[config.mk]
export PLATFORM = sky130hd
export DESIGN_NAME = procyon_sync_fifo
export DESIGN_NICKNAME = d
export VERILOG_FILES = /design/src/rtl/procyon_ram_dp.sv /design/src/rtl/procyon_sync_fifo.sv
export SDC_FILE = /design/constraint.sdc
export NUM_CORES = 1
export LEC_CHECK = 0
export CORE_ASPECT_RATIO = 0.5
export CORE_MARGIN = 2
export CORE_UTILIZATION = 35
export CTS_BUF_LIST = sky130_fd_sc_hd__clkbuf_2 sky130_fd_sc_hd__clkbuf_4 sky130_fd_sc_hd__clkbuf_8
export DETAILED_ROUTE_END_ITERATION = 8
export MAX_ROUTING_LAYER = met4
export PLACE_DENSITY = 0.56
export SLEW_MARGIN = 20
export SYNTH_ARGS = -nofsm -noshare
export SYNTH_HDL_FRONTEND = slang
export SYNTH_SLANG_ARGS = --single-unit
[constraint.sdc]
create_clock -name clk -period 3.98 [get_ports clk]
set_input_delay 0.597 -clock clk [delete_from_list [all_inputs] [get_ports clk]]
set_output_delay 0.597 -clock clk [all_outputs]
set_load 0.05 [all_outputs]
[src/rtl/procyon_ram_dp.sv]
// Dual-port RAM: one synchronous write port, one asynchronous read port.
// Ports: clk, n_rst (active-low; blocks writes and zeroes read data),
// wr_en/wr_addr/wr_data write port, rd_en/rd_addr/rd_data read port.
module procyon_ram_dp #(
    parameter int OPTN_DATA_WIDTH = 8,
    parameter int OPTN_RAM_DEPTH  = 8,
    parameter int RAM_IDX_WIDTH   = $clog2(OPTN_RAM_DEPTH)
) (
    input  logic                       clk,
    input  logic                       n_rst,
    input  logic                       wr_en,
    input  logic [RAM_IDX_WIDTH-1:0]   wr_addr,
    input  logic [OPTN_DATA_WIDTH-1:0] wr_data,
    input  logic                       rd_en,
    input  logic [RAM_IDX_WIDTH-1:0]   rd_addr,
    output logic [OPTN_DATA_WIDTH-1:0] rd_data
);

    logic [OPTN_DATA_WIDTH-1:0] mem [0:OPTN_RAM_DEPTH-1];

    // Contents are deliberately not reset; only the write is gated.
    always_ff @(posedge clk) begin
        if (n_rst && wr_en) begin
            mem[wr_addr] <= wr_data;
        end
    end

    assign rd_data = (n_rst && rd_en) ? mem[rd_addr] : '0;

endmodule

[src/rtl/procyon_sync_fifo.sv]
// Single-clock FIFO with valid/ready on both sides, pointer-based occupancy.
// Ports: clk, rst (async, active-high), i_flush, enqueue handshake
// (i_enq_valid/o_enq_ready/i_enq_data), dequeue handshake
// (o_deq_valid/i_deq_ready/o_deq_data), status count/full/empty/almost_full.
module procyon_sync_fifo #(
    parameter int OPTN_DATA_WIDTH   = 8,
    parameter int OPTN_FIFO_DEPTH   = 8,
    parameter int OPTN_AF_THRESHOLD = OPTN_FIFO_DEPTH - 1,
    parameter int FIFO_IDX_WIDTH    = $clog2(OPTN_FIFO_DEPTH)
) (
    input  logic                       clk,
    input  logic                       rst,
    input  logic                       i_flush,
    input  logic                       i_enq_valid,
    output logic                       o_enq_ready,
    input  logic [OPTN_DATA_WIDTH-1:0] i_enq_data,
    output logic                       o_deq_valid,
    input  logic                       i_deq_ready,
    output logic [OPTN_DATA_WIDTH-1:0] o_deq_data,
    output logic [FIFO_IDX_WIDTH:0]    o_fifo_count,
    output logic                       o_fifo_full,
    output logic                       o_fifo_empty,
    output logic                       o_fifo_almost_full
);

    localparam int PTR_WIDTH = FIFO_IDX_WIDTH + 1;

    logic [PTR_WIDTH-1:0] wr_ptr;
    logic [PTR_WIDTH-1:0] rd_ptr;
    logic [PTR_WIDTH-1:0] count;
    logic                 full;
    logic                 empty;
    logic                 enq_fire;
    logic                 deq_fire;
    logic                 ram_we;

    // The MSB is a wrap bit: equal low bits with differing wrap bits is full.
    assign empty = (wr_ptr == rd_ptr);
    assign full  = (wr_ptr[FIFO_IDX_WIDTH-1:0] == rd_ptr[FIFO_IDX_WIDTH-1:0]) &&
                   (wr_ptr[FIFO_IDX_WIDTH] != rd_ptr[FIFO_IDX_WIDTH]);
    assign count = wr_ptr - rd_ptr;

    assign enq_fire = i_enq_valid & ~full;
    assign deq_fire = ~empty & i_deq_ready;

    // A flush in the same cycle drops the write.
    assign ram_we = enq_fire & ~i_flush;

    always_ff @(posedge clk or posedge rst) begin
        if (rst) begin
            wr_ptr <= '0;
            rd_ptr <= '0;
        end else if (i_flush) begin
            wr_ptr <= '0;
            rd_ptr <= '0;
        end else begin
            if (enq_fire) begin
                wr_ptr <= wr_ptr + PTR_WIDTH'(1);
            end
            if (deq_fire) begin
                rd_ptr <= rd_ptr + PTR_WIDTH'(1);
            end
        end
    end

    procyon_ram_dp #(
        .OPTN_DATA_WIDTH(OPTN_DATA_WIDTH),
        .OPTN_RAM_DEPTH (OPTN_FIFO_DEPTH)
    ) procyon_ram_dp_inst (
        .clk    (clk),
        .n_rst  (~rst),
        .wr_en  (ram_we),
        .wr_addr(wr_ptr[FIFO_IDX_WIDTH-1:0]),
        .wr_data(i_enq_data),
        .rd_en  (~empty),
        .rd_addr(rd_ptr[FIFO_IDX_WIDTH-1:0]),
        .rd_data(o_deq_data)
    );

    assign o_enq_ready        = ~full;
    assign o_deq_valid        = ~empty;
    assign o_fifo_count       = count;
    assign o_fifo_full        = full;
    assign o_fifo_empty       = empty;
    assign o_fifo_almost_full = (count >= PTR_WIDTH'(OPTN_AF_THRESHOLD));

endmodule

==> metrics.md, run 1 <==
| Metric | Value |
|---|---|
| Final global-route overflow total | 0 |
| Width of the die | 138.8 um |
| CP most frequent cell | and3_1 |
| Signed area change from the synthesized netlist to the final layout | 22.82% |
| Cell with the biggest individual delay on the critical path | a21oi_1 |
| Hold Path Class | input port to async pin |
| CP cell instances | ha_1, and3_1, a21oi_1, and3_1, buf_12 |
| Placement-stage cell area | 3734 sq um |
| Count of nets after finishing | 276 |
| Number of buffers created by CTS | 9 |
| Post-Synthesis Cells | 219 |
| Hold-fix buffers, CTS | 0 |
| Die Height | 71.41 um |
| Detailed-route DRC error count | 0 |
| Clock Skew | 0.006904 ns |
| Deepest clock path buffer count | 2 |
| Clock period minus final worst setup slack | 3.410 ns |
| Main flop type after synthesis | edfxtp_1 |
| Crit share post-route | 85.68% |
| Site Rows | 24 |
| Layout cell share with drive strength beyond 1 | 16.79% |
| Maximum ir drop on the vdd rail | 0.0002734 V |
| Die ar. | 9912 sq um |
| Core outline area | 8768 sq um |
| Met1 layer usage reported by global route | 19.38% |
| Area occupied by registers | 2123 sq um |
| Data required time at the worst endpoint | 3.38 ns |
| Wire length of the first global-routing pass | 10.57 mm |
| Place WS | 0.9521 ns |
| Pin count of the biggest net entering global routing | 35 |
| Max-cap check violation count | 0 |
| Overall Power | 1.803 mW |
| Gr usage total | 15.02% |
| Number of endpoints with negative hold slack in the final report | 0 |
| Util after Layout | 44.55% |
| Number of fill cells | 805 |
| Critical path startpoint category | flop |
| Max stage delay on crit path | 0.75 ns |
| Number of global-route vias before repair | 1974 |
| Number of buffer and inverter stages on the critical path | 1 |
| Syn Area/Cell | 14.52 sq um |
| Final instance count without filler cells | 379 |
| Post-synth EDFFs | 64 |
| Area used by multi-input combinational logic | 988.4 sq um |
| Buffers inserted by post-CTS timing repair | 0 |
| GP Congestion | 0.8581 |
| Final setup violation count | 0 |
| Placed cell count | 363 |
| Most heavily used metal layer in global routing | met2 |
| Routed WL per cell | 17.42 um |
| Worst EP arrival | 2.81 ns |
| Initial antenna violation count | 0 |
| Routed via count | 1899 |
| Power per Cell Area | 461.5 nW/um^2 |
| Count of input and output buffers | 29 |
| CTS tree | built |
| Biggest fanout along the worst timing path | 12 |
| Detailed placement HPWL | 4.262 mm |
| Clock Tree Root | clkbuf_8 |
| Final instance area | 3906 sq um |
| Clock latency of the later-clocked register in the worst-skew pair | 0.35 ns |
| DR vias/cell | 5.011 |
| FFs w/ async S/R, synth | 11.11% |
| Leakage power | 1.341 nW |
| Detailed Route Iter0 Violations | 152 |
| Setup ws final | 0.5699 ns |
| Setup TNS | 0 ns |
| Initial cell density of the core | 36.27% |
| Number of pins with negative max-slew slack in the final report | 0 |
| Setup repair after global routing missed its margin | false |
| Number of detailed-route iterations in the first pass | 4 |
| Ys Warns | 0 |
| Register area share after synthesis | 66.72% |
| Worst relative slew slack | 39.87% |
| Antenna cells | 0 |
| Count of state elements after synthesis | 72 |
| Worst-Margin Slew | 0.9019 ns |
| Global routing usage on met2 | 23.10% |
| Number of resized instances in the post-cts repair step | 0 |
| Overall routed net length | 6.603 mm |
| Post-route worst hold slack | 0.5893 ns |
| Endpoint kind of the worst setup timing path | output pin |
| Post-synthesis net count | 238 |
| Final antenna-violating net count | 0 |
| Number of top-level pins | 30 |
| Run status | finished, final reports clean |
| Clock Pin Slew Worst Setup and Hold Paths | 0.07 ns |
| Cell variety after synth | 33 |
| Max frequency | 293.2 MHz |
| Cell area after synthesis | 3181 sq um |
| Cell family with the largest share of critical-path delay | compound AO/OA/AOI/OAI gates |
| CTS Sinks | 72 |
| H-tree lvl count | 3 |
| Grt met3 use | 4.211% |
| Classification of the worst setup path | flop to output pin |
[state kept, by name, summed over array words and instances (netlist names)]
register and flops:
wr_ptr 4, procyon_ram_dp_inst.mem 64, rd_ptr 4
[cell usage after synthesis, types with 2 or more instances]
library cell  instances  area [sq um]
edfxtp_1             64          1922
mux2i_1              33         330.3
a22oi_1              16         120.1
nor2_1               13         48.80
and3_1               10         62.56
inv_1                10         37.54
dfrtp_1               8         200.2
nand2_1               8         30.03
a21oi_1               6         30.03
mux2_2                6         67.56
ha_1                  5         62.56
nor2b_1               5         31.28
buf_1                 4         15.01
clkbuf_1              3         11.26
nor3_1                3         15.01
o2111ai_1             3         26.28
a21boi_1              2         15.01
buf_2                 2         10.01
buf_4                 2         15.01
nand3_1               2         10.01
nor4_1                2         12.51
[final cells by class]
cell class,count,area share (%)
clock buffer,11,3.555
clock inverter,5,0.8648
inverter,10,0.9609
multi-input combinational,126,25.30
sequential,72,54.36
tap,117,3.748
timing repair buffer,38,11.21
[where the power goes]
group | internal [mW] | switching (mW) | total [mW]
Combinational | 0.171 | 0.283 | 0.454
Clock | 0.239 | 0.266 | 0.504
Sequential | 0.833 | 0.0116 | 0.845
Total | 1.24 | 0.560 | 1.80
[path summary, 6_finish.rpt]
check	startpoint	endpoint	slack, ns	depth (start not counted)
setup / recovery	wr_ptr[1]	o_deq_data[7]	0.57	5
hold / removal	rst	wr_ptr[3]	0.59	2
setup reg to reg	wr_ptr[1]	procyon_ram_dp_inst.mem[3][5]	1.85	5
hold reg to reg	rd_ptr[1]	rd_ptr[1]	0.69	2
max in group asynchronous	rst	rd_ptr[1]	3.11	2
min in group clk	rd_ptr[1]	rd_ptr[1]	0.69	2
[layer usage]
metal | wire [um] | part of all wire (%)
met1 | 2982 | 45
met2 | 3163 | 48
met3 | 363 | 5.5
met4 | 93 | 1.4
met5 | 0 | 0
[placed cells by master (no fill, tap or decap), types with 5 or more instances in the layout]
| cell type | netlist | routed |
|---|---|---|
| a21oi_1 | 6 | 6 |
| a22oi_1 | 16 | 16 |
| and3_1 | 10 | 10 |
| buf_12 | 0 | 8 |
| buf_4 | 2 | 9 |
| clkbuf_8 | 0 | 9 |
| clkdlybuf4s50_1 | 0 | 21 |
| dfrtp_1 | 8 | 7 |
| edfxtp_1 | 64 | 64 |
| ha_1 | 5 | 5 |
| inv_1 | 10 | 10 |
| mux2_2 | 6 | 6 |
| mux2i_1 | 33 | 33 |
| nand2_1 | 8 | 8 |
| nor2_1 | 13 | 13 |
| nor2b_1 | 5 | 5 |
[cells by family after synthesis]
| family | synth area share, % |
|---|---|
| flops | 66.72 |
| fa+ha+maj | 2.596 |
| compound gates | 6.570 |
| simple gates | 7.750 |
| mux | 12.51 |
| xor+xnor | 1.062 |
| buf+inv | 2.793 |
No activity file was read; power rests on OpenSTA's default activity.
==> run 2: changes to the inputs <==
--- a/config.mk
+++ b/config.mk
@@ -11,7 +11,8 @@
 export CTS_BUF_LIST = sky130_fd_sc_hd__clkbuf_2 sky130_fd_sc_hd__clkbuf_4 sky130_fd_sc_hd__clkbuf_8
 export DETAILED_ROUTE_END_ITERATION = 8
 export MAX_ROUTING_LAYER = met4
-export PLACE_DENSITY = 0.56
+export PLACE_DENSITY = 0.6
+export RECOVER_POWER = 25
 export SLEW_MARGIN = 20
 export SYNTH_ARGS = -nofsm -noshare
 export SYNTH_HDL_FRONTEND = slang
==> constraint.sdc (replaced) <==
create_clock -name clk -period 3.5 [get_ports clk]
set_input_delay 0.525 -clock clk [delete_from_list [all_inputs] [get_ports clk]]
set_output_delay 0.525 -clock clk [all_outputs]
set_load 0.05 [all_outputs]
==> run 2 against run 1 <==
  * Non-clock buffer count up 1
  * Largest cell class unchanged
  * Sequential share of layout area is 0.17 points higher
  * Wire length decreased by 3.1%
  * Clock power is 11% higher
  * Register-to-register slack got worse by 0.50 ns
  * Critical path type unchanged
==> metrics.md, run 2 (synthesis gave the netlist of run 1 again) <==
| Metric | Value |
|---|---|
| Run status | finished, final reports clean |
| CP cell instances | ha_1, inv_1, fa_1, clkdlybuf4s50_1 |
| Number of buffer and inverter stages on the critical path | 2 |
| Leakage power | 1.363 nW |
| Number of endpoints with negative hold slack in the final report | 0 |
| Maximum ir drop on the vdd rail | 0.0003574 V |
| Sequential fraction of design power | 47.4% |
| Detailed placement HPWL | 4.146 mm |
| Data required time at the worst endpoint | 2.97 ns |
| Number of global-route vias before repair | 1921 |
| Routed WL per cell | 16.84 um |
| Clock Skew | 0.005066 ns |
| Number of pins with negative max-slew slack in the final report | 0 |
| Count of input and output buffers | 29 |
| Worst EP arrival | 2.42 ns |
| Max-cap check violation count | 0 |
| Critical path startpoint category | flop |
| H-tree lvl count | 3 |
| Buffers inserted by post-CTS timing repair | 0 |
| Most frequent cells in the layout | edfxtp_1 (64), mux2i_1 (33), buf_4 (17), a22oi_1 (16), nor2_1 (13) |
| Max frequency | 339.3 MHz |
| Final antenna-violating net count | 0 |
| Power per Cell Area | 520.7 nW/um^2 |
| Count of nets after finishing | 277 |
| Setup ws final | 0.5527 ns |
| Placement-stage cell area | 3724 sq um |
| Antenna cells | 0 |
| Site Rows | 24 |
| Cell with the biggest individual delay on the critical path | clkdlybuf4s50_1 |
| Post-route worst hold slack | 0.6458 ns |
| Gate power share | 25.0% |
| Overall routed net length | 6.400 mm |
| Width of the die | 138.8 um |
| Gr usage total | 14.33% |
| Detailed-route DRC error count | 0 |
| Number of resized instances in the post-cts repair step | 0 |
| CTS Sinks | 72 |
| Cell family with the largest share of critical-path delay | buffers and inverters |
| Clock period minus final worst setup slack | 2.947 ns |
| Place WS | 0.9338 ns |
| Initial cell density of the core | 36.27% |
| GP Congestion | 0.8630 |
| Clock power frac | 27.5% |
| Final setup violation count | 0 |
| Deepest clock path buffer count | 2 |
| Hold-fix buffers, CTS | 0 |
| Max stage delay on crit path | 0.81 ns |
| Worst relative slew slack | 45.01% |
| Number of detailed-route iterations in the first pass | 4 |
| Number of top-level pins | 30 |
| Worst-Margin Slew | 0.8232 ns |
| Number of cell instances on the worst register-to-register path | 5 |
| Endpoint kind of the worst setup timing path | output pin |
| Crit share post-route | 84.21% |
| Pin count of the biggest net entering global routing | 35 |
| Biggest regs | procyon_ram_dp_inst.mem x64, rd_ptr x4, wr_ptr x4 |
| Die Height | 71.41 um |
| CTS tree | built |
| Clock latency of the later-clocked register in the worst-skew pair | 0.35 ns |
| Signed area change from the synthesized netlist to the final layout | 22.42% |
| Detailed Route Iter0 Violations | 139 |
| Biggest fanout along the worst timing path | 8 |
| Path length in cells of the critical path | 4 |
| Wire length of the first global-routing pass | 10.09 mm |
| Initial antenna violation count | 0 |
| Number of fill cells | 802 |
| Hold Path Class | input port to async pin |
| Layout cell share with drive strength beyond 1 | 19.77% |
| Die ar. | 9912 sq um |
| Top register by number of flip-flops | procyon_ram_dp_inst.mem |
| Clock Tree Root | clkbuf_8 |
| Number of buffers created by CTS | 9 |
| Final instance area | 3894 sq um |
| Core outline area | 8768 sq um |
| Setup repair after global routing missed its margin | false |
| Setup TNS | 0 ns |
| Switch share | 31.37% |
| Number of flip-flops under the largest register name | 64 |
| Commonest non-fill, non-tap cell in the layout | edfxtp_1 |
| Clock Pin Slew Worst Setup and Hold Paths | 0.07 ns |
| Overall Power | 2.027 mW |
| Final global-route overflow total | 0 |
| DR vias/cell | 5.026 |
| Routed via count | 1910 |
| Net switching power figure | 0.6360 mW |
| Int Pwr | 1.391 mW |
| Classification of the worst setup path | flop to output pin |
[run 2: final cells by class]
| class | instances | area, sq um | share of cell area, % |
|---|---|---|---|
| clock buffers | 9 | 123.9 | 3.181 |
| clock inverters | 7 | 46.29 | 1.189 |
| flip-flops and latches | 72 | 2123 | 54.53 |
| repair buffers | 39 | 427.9 | 10.99 |
| multi-input cells | 126 | 988.4 | 25.39 |
| well taps | 117 | 146.4 | 3.760 |
| inverters | 10 | 37.54 | 0.9640 |
[run 2: worst register-to-register path: cells and delay by family, from the launching register on]
family	cells	cell delay (ns)
flip-flops	1	0.63
AND/OR/NAND/NOR	2	0.47
adder cells (fa/ha/maj)	1	0.35
buffers and inverters	1	0.23
AO/OA/AOI/OAI	1	0.17
[run 2: layer usage]
| layer | track usage [%] | wire [um] | vias up |
|---|---|---|---|
| met5 | - | 0 | - |
| met4 | 5.612 | 19 | 0 |
| met3 | 4.144 | 235 | 4 |
| met2 | 21.46 | 3028 | 38 |
| met1 | 18.66 | 3116 | 959 |
| li1 | - | - | 909 |
[run 2: worst paths after layout]
| check | from | to | slack (ns) |
|---|---|---|---|
| worst max-delay path | rd_ptr[0] | o_fifo_count[1] | 0.55 |
| worst min-delay path | rst | wr_ptr[1] | 0.65 |
| worst max register to register | wr_ptr[1] | procyon_ram_dp_inst.mem[3][7] | 1.35 |
| worst min register to register | rd_ptr[1] | rd_ptr[1] | 0.69 |
| max in group asynchronous | rst | rd_ptr[1] | 2.58 |
| min in group clk | rd_ptr[1] | rd_ptr[1] | 0.69 |
[run 2: power groups by stage]
stage | Combinational [mW] | Clock (mW) | Sequential [mW]
floorplan | 0.326 | 0 | 0.974
global placement | 0.506 | 0 | 0.978
detailed placement | 0.513 | 0 | 0.980
CTS | 0.514 | 0.573 | 0.961
global route | 0.538 | 0.612 | 0.964
finish | 0.507 | 0.558 | 0.962
[run 2: through the flow]
| step | util [%] | instances |
|---|---|---|
| 5_1_grt | 44.41 | 380 |
| 3_3_place_gp | 42.47 | 364 |
| 2_1_floorplan | - | 219 |
| 6_report | 44.41 | 380 |
| 4_1_cts | 44.41 | 380 |
| 3_5_place_dp | 42.47 | 364 |
==> run 3: changes to the inputs <==
--- a/config.mk
+++ b/config.mk
@@ -11,7 +11,7 @@
 export CTS_BUF_LIST = sky130_fd_sc_hd__clkbuf_2 sky130_fd_sc_hd__clkbuf_4 sky130_fd_sc_hd__clkbuf_8
 export DETAILED_ROUTE_END_ITERATION = 8
 export MAX_ROUTING_LAYER = met4
-export PLACE_DENSITY = 0.6
+export PLACE_DENSITY = 0.62
 export RECOVER_POWER = 25
 export SLEW_MARGIN = 20
 export SYNTH_ARGS = -nofsm -noshare
==> constraint.sdc (replaced) <==
create_clock -name clk -period 2.4 [get_ports clk]
set_input_delay 0.36 -clock clk [delete_from_list [all_inputs] [get_ports clk]]
set_output_delay 0.36 -clock clk [all_outputs]
set_load 0.05 [all_outputs]
==> run 3 against run 2 <==
  * Utilization up 4.1 points
  * Via count up 3.7%
  * First-iteration DRC count up 16%
  * Largest power group unchanged
  * Critical path depth up 3
==> metrics.md, run 3 (synthesis gave the netlist of run 1 again) <==
| Metric | Value |
|---|---|
| Worst relative slew slack | 64.39% |
| Clock Tree Root | clkbuf_8 |
| CP most frequent cell | and3_4 |
| Leakage power | 1.456 nW |
| Setup ws final | 0.05702 ns |
| GP Congestion | 0.8792 |
| Hold-fix buffers, CTS | 0 |
| Final global-route overflow total | 0 |
| Final instance count without filler cells | 396 |
| Biggest fanout along the worst timing path | 8 |
| DR vias/cell | 5.003 |
| Worst EP arrival | 1.98 ns |
| Length of routed met3 wiring | 258 um |
| CP cell instances | inv_4, ha_1, and3_4, a21oi_2, buf_6, and3_4, buf_12 |
| Top register by number of flip-flops | procyon_ram_dp_inst.mem |
| Number of flip-flops under the largest register name | 64 |
| Data required time at the worst endpoint | 2.04 ns |
| Highest metal layer with signal wires | met4 |
| Number of pins with negative max-slew slack in the final report | 0 |
| Number of endpoints with negative hold slack in the final report | 0 |
| Overall Power | 3.212 mW |
| Die Height | 71.41 um |
| Worst-Margin Slew | 0.5341 ns |
| Layout cell share with drive strength beyond 1 | 34.77% |
| Detailed placement HPWL | 4.403 mm |
| Number of global-route vias before repair | 2036 |
| Biggest regs | procyon_ram_dp_inst.mem x64, rd_ptr x4, wr_ptr x4 |
| Critical path startpoint category | flop |
| Clock latency of the later-clocked register in the worst-skew pair | 0.34 ns |
| Area occupied by registers | 2125 sq um |
| Overall routed net length | 6.680 mm |
| Max frequency | 426.8 MHz |
| Gr usage total | 14.85% |
| H-tree lvl count | 3 |
| Core outline area | 8768 sq um |
| Number of fill cells | 736 |
| Number of detailed-route iterations in the first pass | 4 |
| Initial cell density of the core | 36.27% |
| Endpoint kind of the worst setup timing path | output pin |
| Number of top-level pins | 30 |
| Number of buffers created by CTS | 9 |
| Max stage delay on crit path | 0.41 ns |
| Routed via count | 1981 |
| Pin count of the biggest net entering global routing | 35 |
| Antenna cells | 0 |
| Classification of the worst setup path | flop to output pin |
| Detailed Route Iter0 Violations | 161 |
| Detailed-route DRC error count | 0 |
| Final antenna-violating net count | 0 |
| CTS Sinks | 72 |
| Place WS | 0.2666 ns |
| Deepest clock path buffer count | 2 |
| Max-cap check violation count | 0 |
| Count of input and output buffers | 29 |
| Met2 WL post-DR | 3.311 mm |
| Power per Cell Area | 755.8 nW/um^2 |
| Count of nets after finishing | 293 |
| Site Rows | 24 |
| Metal-1 WL | 3.048 mm |
| Clock Skew | 0.006621 ns |
| Clock period minus final worst setup slack | 2.343 ns |
| Hold Path Class | input port to async pin |
| Placed cell count | 375 |
| Die ar. | 9912 sq um |
| Most frequent cells in the layout | edfxtp_1 (64), mux2i_1 (33), buf_4 (25), a22oi_1 (16), buf_12 (16) |
| CTS tree | built |
| Clock Pin Slew Worst Setup and Hold Paths | 0.07 ns |
| Signed area change from the synthesized netlist to the final layout | 33.64% |
| Initial antenna violation count | 0 |
| Maximum ir drop on the vdd rail | 0.0004736 V |
| Width of the die | 138.8 um |
| Area used by multi-input combinational logic | 1105 sq um |
| Wire length of the first global-routing pass | 10.58 mm |
| Cell with the biggest individual delay on the critical path | dfrtp_2 |
| Commonest non-fill, non-tap cell in the layout | edfxtp_1 |
| Routed WL per cell | 16.87 um |
| Run status | finished, final reports clean |
| Final setup violation count | 0 |
| Crit share post-route | 97.62% |
## run 3: changes by cell type in the layout (fill, tap and decap cells not counted), sizes merged
cell	delta
buf	+18
clkbuf	+1
clkinvlp	+5
clkdlybuf4s50	-2
inv	-2
clkinv	-4
## run 3: cell type report
| class | instances | area share [%] |
|---|---|---|
| Multi-Input combinational cell | 126 | 25.99 |
| Clock buffer | 10 | 3.091 |
| Tap cell | 117 | 3.444 |
| Inverter | 10 | 1.119 |
| Clock inverter | 6 | 1.060 |
| Sequential cell | 72 | 49.99 |
| Timing Repair Buffer | 55 | 15.31 |
## run 3: where the power goes
group	internal, mW	leakage (nW)	total (mW)	switching [mW]
Combinational	0.451	0.691	0.989	0.537
Clock	0.389	0.0823	0.831	0.442
Sequential	1.38	0.683	1.39	0.0107
Total	2.22	1.46	3.21	0.990
## run 3: final timing paths
kind | startpoint | slack [ns] | endpoint | depth (start not counted)
setup reg to reg | rd_ptr[1] | 0.41 | procyon_ram_dp_inst.mem[4][1] | 6
setup / recovery | rd_ptr[1] | 0.06 | o_deq_data[6] | 7
hold / removal | rst | 0.50 | wr_ptr[0] | 2
hold reg to reg | rd_ptr[1] | 0.62 | rd_ptr[1] | 2
min in group clk | rd_ptr[1] | 0.62 | rd_ptr[1] | 2
max in group asynchronous | rst | 1.63 | rd_ptr[1] | 2
## run 3: critical path: cells and delay by family (launching register included)
family | cells | cell delay, ns
adders and majority gates | 1 | 0.33
DFF | 1 | 0.41
AOI/OAI and AO/OA | 1 | 0.15
and+or+nand+nor | 2 | 0.40
buffers and inverters | 3 | 0.35
## run 3: timing repair
| action | in CTS | in global routing |
|---|---|---|
| buffers inserted | 1 | 4 |
| resized for setup | 3 | 10 |
| pin swaps | 0 | 3 |
| setup endpoints to repair | 9 | 10 |
## run 3: through the flow
stage / hold slack [ns] / area (sq um) / util [%] / TNS (ns)
after floorplan: 0.1757 / 3306 / - / -1.928
after global placement: 0.6419 / 4004 / 45.66 / 0
after detailed placement: 0.6589 / 4004 / 45.66 / 0
after CTS: 0.3735 / 4194 / 47.83 / 0
after global routing: 0.5146 / 4250 / 48.47 / -0.05494
final: 0.4991 / 4250 / 48.47 / 0
## run 3: metal layers
layer	vias up	GRT usage, %
met3	6	4.479
met2	43	24.96
met5	-	-
met4	0	4.040
met1	978	17.75
li1	954	-
